### src/rtl/pwm_deadtime.sv
`default_nettype none
// ============================================================================
//  Module      : pwm_deadtime
//  Description : Per-channel complementary gate-drive generator. Converts a
//                raw PWM stream into high-side/low-side drives with
//                programmable rising and falling dead bands. The outputs
//                never overlap.
//  Revision    : 1.0 - initial release
// ============================================================================
module pwm_deadtime #(
  parameter int CH_NUM   = 4,
  parameter int DT_WIDTH = 8
) (
  input  logic                clk_i,
  input  logic                rst_i,
  input  logic                en_i,
  input  logic [DT_WIDTH-1:0] dt_rise_i,
  input  logic [DT_WIDTH-1:0] dt_fall_i,
  input  logic [CH_NUM-1:0]   pwm_i,
  output logic [CH_NUM-1:0]   pwm_h_o,
  output logic [CH_NUM-1:0]   pwm_l_o,
  output logic [CH_NUM-1:0]   dt_act_o
);

  typedef enum logic [2:0] {
    ST_SAFE    = 3'd0,
    ST_LOW     = 3'd1,
    ST_DT_RISE = 3'd2,
    ST_HIGH    = 3'd3,
    ST_DT_FALL = 3'd4
  } state_t;

  localparam logic [DT_WIDTH-1:0] C_CNT_ZERO = '0;
  localparam logic [DT_WIDTH-1:0] C_CNT_ONE  = DT_WIDTH'(1);

  logic [CH_NUM-1:0] r_pwm_q;

  // Entry decisions into a dead band are identical for every channel, so the
  // load value and target state are computed once from the live dead-time
  // inputs. They only take effect on the cycle a channel enters a DT state.
  state_t              w_rise_state;
  logic [DT_WIDTH-1:0] w_rise_cnt;
  state_t              w_fall_state;
  logic [DT_WIDTH-1:0] w_fall_cnt;

  // Single sampling stage for the upstream PWM; all channel decisions use it.
  always_ff @(posedge clk_i) begin
    if (rst_i) begin
      r_pwm_q <= '0;
    end else begin
      r_pwm_q <= pwm_i;
    end
  end

  // Dead-band entry targets: a zero dead time skips straight to the new drive.
  always_comb begin
    w_rise_state = ST_DT_RISE;
    w_rise_cnt   = dt_rise_i - C_CNT_ONE;
    w_fall_state = ST_DT_FALL;
    w_fall_cnt   = dt_fall_i - C_CNT_ONE;
    if (dt_rise_i == C_CNT_ZERO) begin
      w_rise_state = ST_HIGH;
      w_rise_cnt   = C_CNT_ZERO;
    end
    if (dt_fall_i == C_CNT_ZERO) begin
      w_fall_state = ST_LOW;
      w_fall_cnt   = C_CNT_ZERO;
    end
  end

  generate
    for (genvar g = 0; g < CH_NUM; g++) begin : g_ch
      state_t              r_state;
      logic [DT_WIDTH-1:0] r_cnt;
      logic                r_h;
      logic                r_l;
      logic                r_dt;
      state_t              w_next_state;
      logic [DT_WIDTH-1:0] w_next_cnt;

      // Next-state logic; disable wins over every other transition.
      always_comb begin
        w_next_state = r_state;
        w_next_cnt   = r_cnt;
        if (!en_i) begin
          w_next_state = ST_SAFE;
          w_next_cnt   = C_CNT_ZERO;
        end else begin
          case (r_state)
            ST_SAFE: begin
              if (r_pwm_q[g]) begin
                w_next_state = w_rise_state;
                w_next_cnt   = w_rise_cnt;
              end else begin
                w_next_state = w_fall_state;
                w_next_cnt   = w_fall_cnt;
              end
            end
            ST_LOW: begin
              if (r_pwm_q[g]) begin
                w_next_state = w_rise_state;
                w_next_cnt   = w_rise_cnt;
              end
            end
            ST_HIGH: begin
              if (!r_pwm_q[g]) begin
                w_next_state = w_fall_state;
                w_next_cnt   = w_fall_cnt;
              end
            end
            ST_DT_RISE: begin
              if (!r_pwm_q[g]) begin
                w_next_state = ST_LOW;
                w_next_cnt   = C_CNT_ZERO;
              end else if (r_cnt == C_CNT_ZERO) begin
                w_next_state = ST_HIGH;
              end else begin
                w_next_cnt = r_cnt - C_CNT_ONE;
              end
            end
            ST_DT_FALL: begin
              if (r_pwm_q[g]) begin
                w_next_state = ST_HIGH;
                w_next_cnt   = C_CNT_ZERO;
              end else if (r_cnt == C_CNT_ZERO) begin
                w_next_state = ST_LOW;
              end else begin
                w_next_cnt = r_cnt - C_CNT_ONE;
              end
            end
            default: begin
              w_next_state = ST_SAFE;
              w_next_cnt   = C_CNT_ZERO;
            end
          endcase
        end
      end

      // State, counter and gate drives registered together; outputs are
      // decoded from the next state so they change on the same edge.
      always_ff @(posedge clk_i) begin
        if (rst_i) begin
          r_state <= ST_SAFE;
          r_cnt   <= C_CNT_ZERO;
          r_h     <= 1'b0;
          r_l     <= 1'b0;
          r_dt    <= 1'b0;
        end else begin
          r_state <= w_next_state;
          r_cnt   <= w_next_cnt;
          r_h     <= (w_next_state == ST_HIGH);
          r_l     <= (w_next_state == ST_LOW);
          r_dt    <= (w_next_state == ST_DT_RISE) || (w_next_state == ST_DT_FALL);
        end
      end

      assign pwm_h_o[g]  = r_h;
      assign pwm_l_o[g]  = r_l;
      assign dt_act_o[g] = r_dt;
    end
  endgenerate

endmodule
`default_nettype wire

### config.mk
export PLATFORM = sky130hd
export DESIGN_NAME = pwm_deadtime
export DESIGN_NICKNAME = d
export VERILOG_FILES = /design/src/rtl/pwm_deadtime.sv
export SDC_FILE = /design/constraint.sdc
export NUM_CORES = 1
export LEC_CHECK = 0
export BUFFER_PORTS_ARGS = -buffer_cell sky130_fd_sc_hd__buf_2
export CAP_MARGIN = 5
export CORE_UTILIZATION = 55
export CTS_BUF_LIST = sky130_fd_sc_hd__clkbuf_4
export DETAILED_ROUTE_END_ITERATION = 12
export PLACE_DENSITY_LB_ADDON = 0.12
export SYNTH_ARGS = -nofsm -noshare
export SYNTH_HDL_FRONTEND = slang
export SYNTH_SLANG_ARGS = --single-unit
### constraint.sdc
create_clock -name clk_i -period 3.2 [get_ports clk_i]
set_clock_uncertainty 0.2 [all_clocks]
set_input_delay 0.48 -clock clk_i [delete_from_list [all_inputs] [get_ports clk_i]]
set_output_delay 0.48 -clock clk_i [all_outputs]
set_load 0.05 [all_outputs]
=== Yosys cells after proc, flatten, opt, wreduce, memory -nomap -nowiden ===
Index checks and enable logic that the tools add are counted.

* Flip-flop bits (word level): 60
* Bits of input ports: 23
* Output and inout port bits: 12
* Logic and storage cells: 155

* Add/sub/neg operators: 6
* Equality and inequality tests: 40
* Muxes and demuxes: 68
* Bitwise logic cells: 1
* Reduce and logical (&&, ||, !) cells: 19

{| class="wikitable"
|+ Operators with widths
! kind !! count
|-
| 8-bit 2-to-1 mux || 26
|-
| 8-bit case mux with 5 select lines || 4
|-
| 3-bit 2-to-1 mux || 33
|-
| 3-bit case mux with 5 select lines || 4
|-
| 3-bit by 2-bit == test with 1-bit output, second input constant || 16
|-
| 8-bit zero test || 6
|-
| 8-bit by 1-bit subtractor with 8-bit output, second input constant || 6
|-
| 3-bit by 1-bit == test with 1-bit output, second input constant || 8
|-
| 3-bit == test, second input constant || 8
|-
| 2-bit inequality test, second input constant || 8
|-
| 3-bit zero test || 4
|-
| 2-bit AND reduction || 4
|-
| 1-bit logical OR || 4
|-
| 2-bit OR reduction || 1
|-
| 1-bit 2-to-1 mux || 1
|-
| 1-bit inverter || 1
|}

=== Logic depth before layout (Yosys ltp) ===
Gate-level depths: netlist of the first run.

* Word-level depth: 7
* Depth in mapped cells: 7
* Mapped depth without buffers: 7

=== Worst setup path before layout of the first run ===
No wires, ideal clock.

* Kind: input-to-reg
* Start point: input port dt_fall_i[0]
* End point: register g_ch[3].r_dt
* Library setup time: 0.116 ns
* Arrival: 2.025 ns
* Required time: 2.884 ns
* Path slack: 0.860 ns
* Stages on the path: 7
* Buffers on the path: 0
* Path through: inv_1 > ha_1 > nor3b_1 > nand2_1 > a221oi_1 > a22oi_1 > and3b_1

* Longest elaborated chain between the ends: 7
* Elaborated cells between the ends (all ways): 9
* Those cells by class: eq/ne: 2; mux: 5; reduce/logical: 2

{| class="wikitable"
|+ RTL lines
! element !! line !! source
|-
| from (decl) || 18 || <nowiki>input logic [DT_WIDTH-1:0] dt_fall_i,</nowiki>
|-
| 8-bit zero test * || 65 || <nowiki>if (dt_fall_i == C_CNT_ZERO) begin</nowiki>
|-
| 3-bit 2-to-1 mux * || 65 ||
|-
| 3-bit 2-to-1 mux (on tied branches) || 106, 91 ||
|-
| 3-bit case mux with 5 select lines * || 89 || <nowiki>case (r_state)</nowiki>
|-
| 3-bit 2-to-1 mux * || 85 || <nowiki>if (!en_i) begin</nowiki>
|-
| 3-bit by 2-bit == test with 1-bit output or 3-bit == test (tied branches) || 153 || <nowiki>r_dt <= (w_next_state == ST_DT_RISE) || (w_next_state == ST_DT_FALL);</nowiki>
|-
| 1-bit logical OR * || 153 ||
|-
| to (signal assigned) || 153 ||
|-
| to (decl) || 77 || <nowiki>logic r_dt;</nowiki>
|}

Mark *: on every way between the ends. The rest lies on a longest branch, timed or not.
A chain may end at the register's enable or synchronous reset.

=== Worst setup path in the final report of the first run ===
* Start point: register g_ch[3].r_cnt[1]
* End point: register g_ch[3].r_cnt[0]

* Longest elaborated chain between the ends: 4
* Elaborated cells between the ends (all ways): 5
* Those cells by class: mux: 4; reduce/logical: 1

{| class="wikitable"
|+ RTL lines
! element !! line !! source
|-
| from (decl) || 74 || <nowiki>logic [DT_WIDTH-1:0] r_cnt;</nowiki>
|-
| from (signal assigned) || 150 || <nowiki>r_cnt <= w_next_cnt;</nowiki>
|-
| 8-bit zero test * || 115, 125 ||
|-
| 8-bit 2-to-1 mux * || - ||
|-
| 8-bit 2-to-1 mux (on tied branches) || - ||
|-
| 8-bit case mux with 5 select lines * || - ||
|}

Marks and branches as above.

==> run summary, run 1 <==
The run finished with clean final reports. The vertical die dimension is 90.5 microns. The largest stage delay on the critical path is 0.51 ns.

The setup TNS after final layout came out at 0 ns. The amount of wire on met2 after detailed routing came out at 5.43 mm. The launching instance or port of the critical path is g_ch[3].r_cnt[1]. The critical path capture point is g_ch[3].r_cnt[0]. The overall routed net length came out at 12.0 mm.

The share of synthesized area in the top cell type comes to 0.279. The wire length of the first global-routing pass is 19.5 mm. The via count of the first global-routing pass came out at 4005.

The total number of cells along the worst setup path came out at 7. OpenSTA, run right after detailed placement, puts the worst setup slack at 0.389 ns. The highest metal layer with signal wires is met4. The slack of the worst reg-to-reg path is 0.78 ns.

The post-synthesis sequential area ratio is 0.279. For this run, the total global-route usage over all layers was measured as 0.300. Compared with the post-synthesis result, the final layout area differs by 6.74%. The remaining max-slew budget at the tightest pin is 0.429. In the post-route analysis, the smallest setup slack over all paths is 0.775 ns. The worst register-to-register path begins at g_ch[3].r_cnt[1]. The top achievable clock speed is 0.412 GHz.

The class of the tightest hold or removal check is in2reg. The antenna violation net count after detailed routing is 0. Setup violations remaining at the end of the flow were counted as 0. The residual overflow from global routing came out at 0. Together, buffers and inverters on the worst path number 1. The routed layout has 4335 vias.

The critical path in this run is classified as reg2reg. Summed over all instances, the cell type with the most area after synthesis is dfxtp_1. The starting density of the core is 0.581. No sink is reached through more buffers than the 2 on the longest clock path. The number of antenna violations at the first check in global routing came to 0.

The signal on the critical path passes through inv_1 > ha_1 > or3b_2 > nor2_2 > nor2_1 > a221o_1 > a32o_1. The layout has 695 filler cells. The routed metal-1 wirelength came out at 5.21 mm. The post-synthesis cell type count is 75.

The leakage dissipation is 1.78 nW. Leaving out fill and tap cells, the most frequent cells in the layout are dfxtp_1, nor2_1, a21oi_1. The first routing iteration left 338 violations. The worst-case vdd ir drop is 0.253 mV. The number of detailed-routing iterations run before antenna repair came out at 5. The share of async-settable or async-resettable flops after synthesis came out at 0. The insertion delay to the later sink of the worst-skew pair is 0.42 ns.

The total met3 wirelength after detailed routing came out at 947 microns. The maximum fanout count along the critical path came out at 6. Yosys mapped a number of flops with a built-in enable equal to 0. The root buffer cell chosen for the clock tree is clkbuf_4.

The synthesized instance count is 549. The logic depth of the worst register-to-register path is 7. In the finished design, the share of the clock period the worst path needs comes to 0.758.

Leaving out fill and tap cells, the most frequent cell in the layout is dfxtp_1. The net count of the mapped netlist came out at 583. Data arrives at the worst endpoint at 2.53 ns. The top-level port count is 35. For this design the ratio of total power to cell area is 434 nW/um^2. The die width came out at 90.5 microns. TritonCTS built the clock tree. Setup repair after global routing left no endpoint under its margin. The area of the die came out at 8190 sq um. The final hold slack came out at 0.0692 ns. The most used flip-flop cell after synthesis is dfxtp_1.

CTS built an H-tree with a depth of 3. The max-slew violation count was 0. The final design utilization came out at 0.621. The count of standard-cell rows is 31. The cell with the largest stage delay on the worst path is or3b_2.

The tool flagged a number of max-cap violations equal to 0. After detailed routing, the number of remaining DRC violations is 0. The routed design could run at a clock period as short as 2.42 ns. The fraction of final layout cells with drive strength greater than 1 is 0.121. The placeable core region came out at 7410 sq um. The dominant delay contributor by cell family on the critical path is simple AND/OR/NAND/NOR gates. The largest net degree at the start of global routing is 25.

Synthesis inferred 60 register bits. By area the synthesized netlist is led by dfxtp_1, nor2_1, a21oi_1. The count of endpoints failing hold in the final timing report is 0. After detailed routing, the average wire length per cell comes to 17.9 microns. Input and output buffers added on the ports amount to 34. The global placer's final weighted congestion is 0.923. The number of nets in the layout came out at 600. The clock input transition at the sequential cells of the worst setup and hold paths came out at 0.11 ns. For the pin with the worst max-slew slack, the measured transition is 0.853 ns.

The synthesized area divided by synthesized cell count is 7.84 sq um. The number of buffers inserted by post-CTS setup repair is 0. The number of buffers inserted for hold repair after clock tree synthesis came out at 0. The required time at the worst-slack endpoint came out at 3.30 ns. Post-CTS repair changed the size of 0 cells.

The warning count from the yosys run came out at 0. The worst setup path is captured at a flop. The estimated wirelength of the detail-placed design came out at 8.65 mm. The TritonCTS buffer count is 9. Using the TritonRoute via totals, the vias-per-cell ratio works out to 6.47.

The count of inserted antenna diode cells came out at 0. The mapped cell area is 4310 sq um. The kind of launch point of the worst setup path is a flop. The endpoint identified for the worst register-to-register timing path is g_ch[3].r_cnt[0]. The clock net sink count is 60.
-- flip-flops by register name, indices dropped and copies added (netlist names) --
register,flops
g_ch.r_l,4
r_pwm_q,4
g_ch.r_h,4
g_ch.r_cnt,32
g_ch.r_state,12
g_ch.r_dt,4
-- worst min path at each step --
stage / from / to / slack [ns] / cells past startpoint
6_report: pwm_i[1] / r_pwm_q[1] / 0.07 / 2
5_1_grt: pwm_i[0] / r_pwm_q[0] / 0.06 / 2
4_1_cts: pwm_i[3] / r_pwm_q[3] / 0.06 / 2
3_5_place_dp: g_ch[0].r_cnt[3] / g_ch[0].r_cnt[3] / 0.31 / 2
3_3_place_gp: g_ch[0].r_cnt[3] / g_ch[0].r_cnt[3] / 0.29 / 2
2_1_floorplan: g_ch[0].r_cnt[3] / g_ch[0].r_cnt[3] / 0.27 / 2
-- synthesized netlist by cell type (all sizes together) (4+ instances only) --
master / instances
a211oi: 13
a21o: 6
a21oi: 38
a221oi: 5
a222oi: 9
a22oi: 17
a31oi: 8
and2: 7
and3: 6
and3b: 4
buf: 20
clkbuf: 14
dfxtp: 60
ha: 11
inv: 23
mux2i: 8
nand2: 37
nand2b: 7
nand3: 6
nand3b: 4
nor2: 56
nor2b: 13
nor3: 25
nor3b: 8
nor4: 11
o21ai: 31
o22a: 7
o22ai: 5
o31ai: 4
or3: 4
or4: 6
xnor2: 18
xor2: 5
-- metrics by stage --
step / cell area [sq um] / instances / power [mW]
CTS: 4600 / 670 / 1.99
finish: 4600 / 670 / 1.99
detailed placement: 4470 / 654 / 1.47
global route: 4600 / 670 / 2.10
floorplan: 4310 / 549 / 1.32
global placement: 4470 / 654 / 1.46
-- power breakdown --
group	internal, mW	total [mW]	switching (mW)	leakage [nW]
clock network	0.239	0.528	0.289	0.0712
registers	0.791	0.862	0.0707	0.491
logic	0.243	0.604	0.361	1.22
-- per-layer routing --
metal | GRT usage | vias to the layer above
li1 | - | 2112
met1 | 0.393 | 1991
met2 | 0.463 | 193
met3 | 0.0657 | 39
met4 | 0.151 | 0
met5 | 0 | -
-- area by class of cell --
cell class,count,area [sq um],share of cell area
repair buffers,40,215,0.0468
clock buffers,10,75.1,0.0163
well taps,99,124,0.0269
flip-flops and latches,60,1200,0.261
multi-input cells,432,2840,0.618
clock inverters,6,55.1,0.0120
inverters,23,86.3,0.0188
-- kinds of logic (layout without fill, tap and decap cells) --
family | after synthesis | after routing | synth area share
DFF | 60 | 60 | 0.279
adders and majority gates | 11 | 11 | 0.0320
and+or+nand+nor | 207 | 207 | 0.264
xor gates and xnor gates | 23 | 23 | 0.0468
AOI/OAI and AO/OA | 182 | 182 | 0.296
muxes | 9 | 9 | 0.0212
buffers and inverters | 57 | 79 | 0.0616
-- worst register-to-register path: cells and delay by family (launching register included) --
kind,cells,cell delay (ns)
AO/OA/AOI/OAI,2,0.55
adder cells (fa/ha/maj),1,0.17
buffers and inverters,1,0.13
flip-flops,1,0.38
AND/OR/NAND/NOR,3,0.89
No activity file was read; power rests on OpenSTA's default activity.
==> run 2: changes to the inputs <==
- ABC_AREA: not set -> 1
- clock period: 3.2 -> 2.1 ns (I/O delays scaled with it)
==> run 2 against run 1 <==
Against the previous run: via count up 18%; synthesized cell count is 43% higher; critical path type unchanged; utilization rose by 1.7 points; critical endpoint is now g_ch[1].r_cnt[3].
==> run summary, run 2 <==
The startpoint of the worst-slack reg-to-reg timing path was g_ch[1].r_cnt[0] (was g_ch[3].r_cnt[1]). The time the worst path needs with I/O delays and setup is 1.96 ns (was 2.42 ns). The wire length of the first global-routing pass is 21.2 mm (was 19.5 mm).

The total of max-cap violations is 0 (unchanged). The portion of netlist area occupied by mux cells is 0 (was 0.0212). The synthesized-area fraction occupied by ao, oa, aoi and oai cells is 0.107 (was 0.296). The most used flip-flop cell after synthesis is dfxtp_1 (unchanged).

The synthesized-area fraction occupied by xor and xnor cells came out at 0.0248 (was 0.0468). The combinational family with the most area after synthesis is simple AND/OR/NAND/NOR gates (was compound AO/OA/AOI/OAI gates). The clock input transition at the sequential cells of the worst setup and hold paths is 0.11 ns (about the same). Top area cells in the synthesized netlist: dfxtp_1, nand2_1, nand3_1 (was dfxtp_1, nor2_1, a21oi_1). The number of enable-type register cells in the synthesized netlist was 0 (unchanged). The overall routed net length is 12.5 mm (was 12.0 mm).

The number of endpoints failing setup at the final stage is 0 (unchanged). The insertion delay to the later sink of the worst-skew pair came out at 0.41 ns (was 0.42 ns). The number of flip-flops in the largest register is 32 (unchanged). The die width was 93.4 microns (was 90.5 microns). The hold path startpoint is rst_i (was pwm_i[1]). Outcome: finished clean (unchanged). The most numerous cell in the Yosys netlist was nand2_1 (was dfxtp_1).

The worst-case vdd ir drop is 0.404 mV (was 0.253 mV). The mapped cell area is 4600 sq um (was 4310 sq um). The starting density of the core is 0.583 (was 0.581). The global placer's final weighted congestion came out at 0.981 (was 0.923). The endpoint type of the worst setup path is a flop (unchanged). The worst reg2reg path endpoint was g_ch[1].r_cnt[3] (was g_ch[3].r_cnt[0]). The count of inserted antenna diode cells came out at 0 (unchanged). The kind of launch point of the worst setup path was a flop (unchanged).

The net count of the mapped netlist is 820 (was 583). The number of antenna violations at the first check in global routing is 0 (unchanged). The TritonCTS buffer count is 9 (unchanged). The largest net degree at the start of global routing is 33 (was 25).

The slack of the worst reg-to-reg path came out at 0.14 ns (was 0.78 ns). The number of nets in the layout is 863 (was 600). The post-synthesis sequential area ratio came out at 0.261 (was 0.279).

The share of async-settable or async-resettable flops after synthesis was 0 (unchanged). The leakage dissipation is 2.55 nW (was 1.78 nW). The slew of the pin with the lowest slew margin was 0.527 ns (was 0.853 ns).

The post-synthesis cell type count came out at 29 (was 75). The area of the die came to 8730 sq um (was 8190 sq um). Most frequent cells in the layout: nand2_1, nand3_1, nor2_1 (was dfxtp_1, nor2_1, a21oi_1).

The arrival time reported for the critical path endpoint came out at 2.05 ns (was 2.53 ns). The required time at the worst-slack endpoint is 2.19 ns (was 3.30 ns). The top-level port count is 35 (unchanged). The class of the tightest hold or removal check is in2reg (unchanged). The maximum fanout count along the critical path is 6 (unchanged). The area fraction of the dominant cell type after synthesis came out at 0.261 (was 0.279). The post-synthesis cell type with the largest combined area was dfxtp_1 (unchanged). The fraction of final layout cells with drive strength greater than 1 was 0.113 (was 0.121). The areal power density over the cells is 606 nW/um^2 (was 434 nW/um^2). The number of buffers between clock root and the deepest sink is 2 (unchanged).

The remaining max-slew budget at the tightest pin is 0.647 (was 0.429). The most frequent standard cell in the layout excluding fill and tap cells is nand2_1 (was dfxtp_1). The routed wire length per instance is 13.3 microns (was 17.9 microns). The logic depth of the worst register-to-register path is 11 (was 7). The vertical die dimension came out at 93.4 microns (was 90.5 microns). The number of levels the H-tree was split into came out at 3 (unchanged). The detailed-route via count came out at 5124 (was 4335). The post-route non-filler standard cell count is 935 (was 670). The largest register by flop count was g_ch.r_cnt (unchanged).

The via count of the first global-routing pass is 4706 (was 4005). The flip-flop and latch count after synthesis is 60 (unchanged). The max-slew violation count came out at 0 (unchanged). The global routing met2 resource utilization came out at 0.496 (was 0.463). Regs by FF count: g_ch.r_cnt x32, g_ch.r_state x12 (unchanged).

The layout overhead on the synthesized area was 9.45% (was 6.74%). The post-route DRC violation count came out at 0 (unchanged). The placed cell count came out at 916 (was 654). The estimated wirelength of the detail-placed design came out at 9.47 mm (was 8.65 mm). The worst setup path category is reg2reg (unchanged). The antenna violation net count after detailed routing is 0 (unchanged). The busiest layer in global routing is met2 (unchanged).

The met3 track demand over resource came to 0.0585 (was 0.0657). The placeable core region came to 7890 sq um (was 7410 sq um). The global routing usage summed across all routing layers came out at 0.304 (was 0.300). The residual overflow from global routing came out at 0 (unchanged). The count of endpoints failing hold in the final timing report came out at 0 (unchanged). The final period utilization is 0.932 (was 0.758). The synthesized area divided by synthesized cell count came out at 5.85 sq um (was 7.84 sq um). The routing usage on met1 is 0.411 (was 0.393). The endpoint with the worst hold slack is g_ch[2].r_dt (was r_pwm_q[1]). The synthesized instance count is 786 (was 549). The clock net sink count was 60 (unchanged). The average via count per standard cell came out at 5.48 (was 6.47). The cell count of the worst hold path came out at 4 (was 2). The adder and majority cell fraction of the synthesized area came out at 0.0299 (was 0.0320).

The simple-gate area share of the yosys netlist came out at 0.461 (was 0.264). The number of DRC violations after detailed-routing iteration 0 came out at 611 (was 338). The count of standard-cell rows came out at 32 (was 31).

The warning count from the yosys run came out at 0 (unchanged). Leading post-synthesis cells by instance count: nand2_1, nand3_1, nor2_1 (was dfxtp_1, nor2_1, a21oi_1). The total power after layout was 3.05 mW (was 1.99 mW). The top achievable clock speed is 0.511 GHz (was 0.412 GHz). The number of I/O port buffers came out at 34 (unchanged). The root cell of the clock tree is clkbuf_4 (unchanged).

The number of detailed-routing iterations run before antenna repair is 6 (was 5). The clock tree from TritonCTS is built (unchanged).
[run 2: per-layer routing]
metal / vias up / share of wire
li1: 2623 / -
met1: 2278 / 0.46
met2: 198 / 0.45
met3: 25 / 0.065
met4: 0 / 0.019
met5: - / 0
[run 2: layout make-up]
type	count	area, sq um
multi-input combinational	599	2860
fill	780	2860
sequential	60	1200
inverter	103	392
timing repair buffer	56	345
tap	102	128
clock buffer	9	67.6
clock inverter	6	32.5
[run 2: kinds of logic after synthesis]
kind of cell               Yosys count
and+or+nand+nor                    490
buffers and inverters              127
AOI/OAI and AO/OA                   85
DFF                                 60
xor gates and xnor gates            13
adders and majority gates           11
[run 2: repair_timing]
item	in CTS	in global routing
buffers inserted	0	0
hold endpoints to repair	4	0
hold buffers	4	0
gates resized for setup	0	1
endpoints found under the setup margin	0	9
[run 2: critical path, stage by stage, from the launching register on]
cell,delay (ns)
dfxtp_1,0.36
inv_1,0.08
ha_1,0.19
nand2_1,0.09
nor2_1,0.21
nand3_2,0.20
nand2_2,0.15
inv_2,0.06
nand2_1,0.06
nand3_1,0.09
nand2_1,0.09
a21oi_1,0.06
[run 2: power by group]
part,leakage [nW],internal [mW],switching [mW]
Combinational,2.01,0.380,0.729
Clock,0.0527,0.224,0.443
Sequential,0.490,1.21,0.0667
Total,2.55,1.81,1.24
[run 2: metrics by stage]
stage | hold slack [ns] | setup slack (ns) | cell area (sq um) | setup TNS (ns) | utilization
floorplan | 0.222 | 0.417 | 4600 | 0 | -
CTS | 0.0478 | 0.107 | 5020 | 0 | 0.637
global route | 0.0485 | -0.0445 | 5030 | -0.165 | 0.638
detailed placement | 0.256 | 0.0567 | 4880 | 0 | 0.619
global placement | 0.253 | 0.108 | 4880 | 0 | 0.619
finish | 0.0542 | 0.143 | 5030 | 0 | 0.638
[run 2: worst max-delay path by stage]
stage | slack (ns) | cells past startpoint | from | endpoint
CTS | 0.11 | 11 | g_ch[1].r_cnt[1] | g_ch[1].r_cnt[7]
finish | 0.14 | 11 | g_ch[1].r_cnt[0] | g_ch[1].r_cnt[3]
global placement | 0.11 | 12 | dt_fall_i[0] | g_ch[0].r_dt
floorplan | 0.42 | 11 | g_ch[1].r_cnt[1] | g_ch[1].r_dt
global route | -0.04 | 11 | g_ch[1].r_cnt[0] | g_ch[1].r_dt
detailed placement | 0.06 | 14 | dt_fall_i[0] | g_ch[0].r_dt
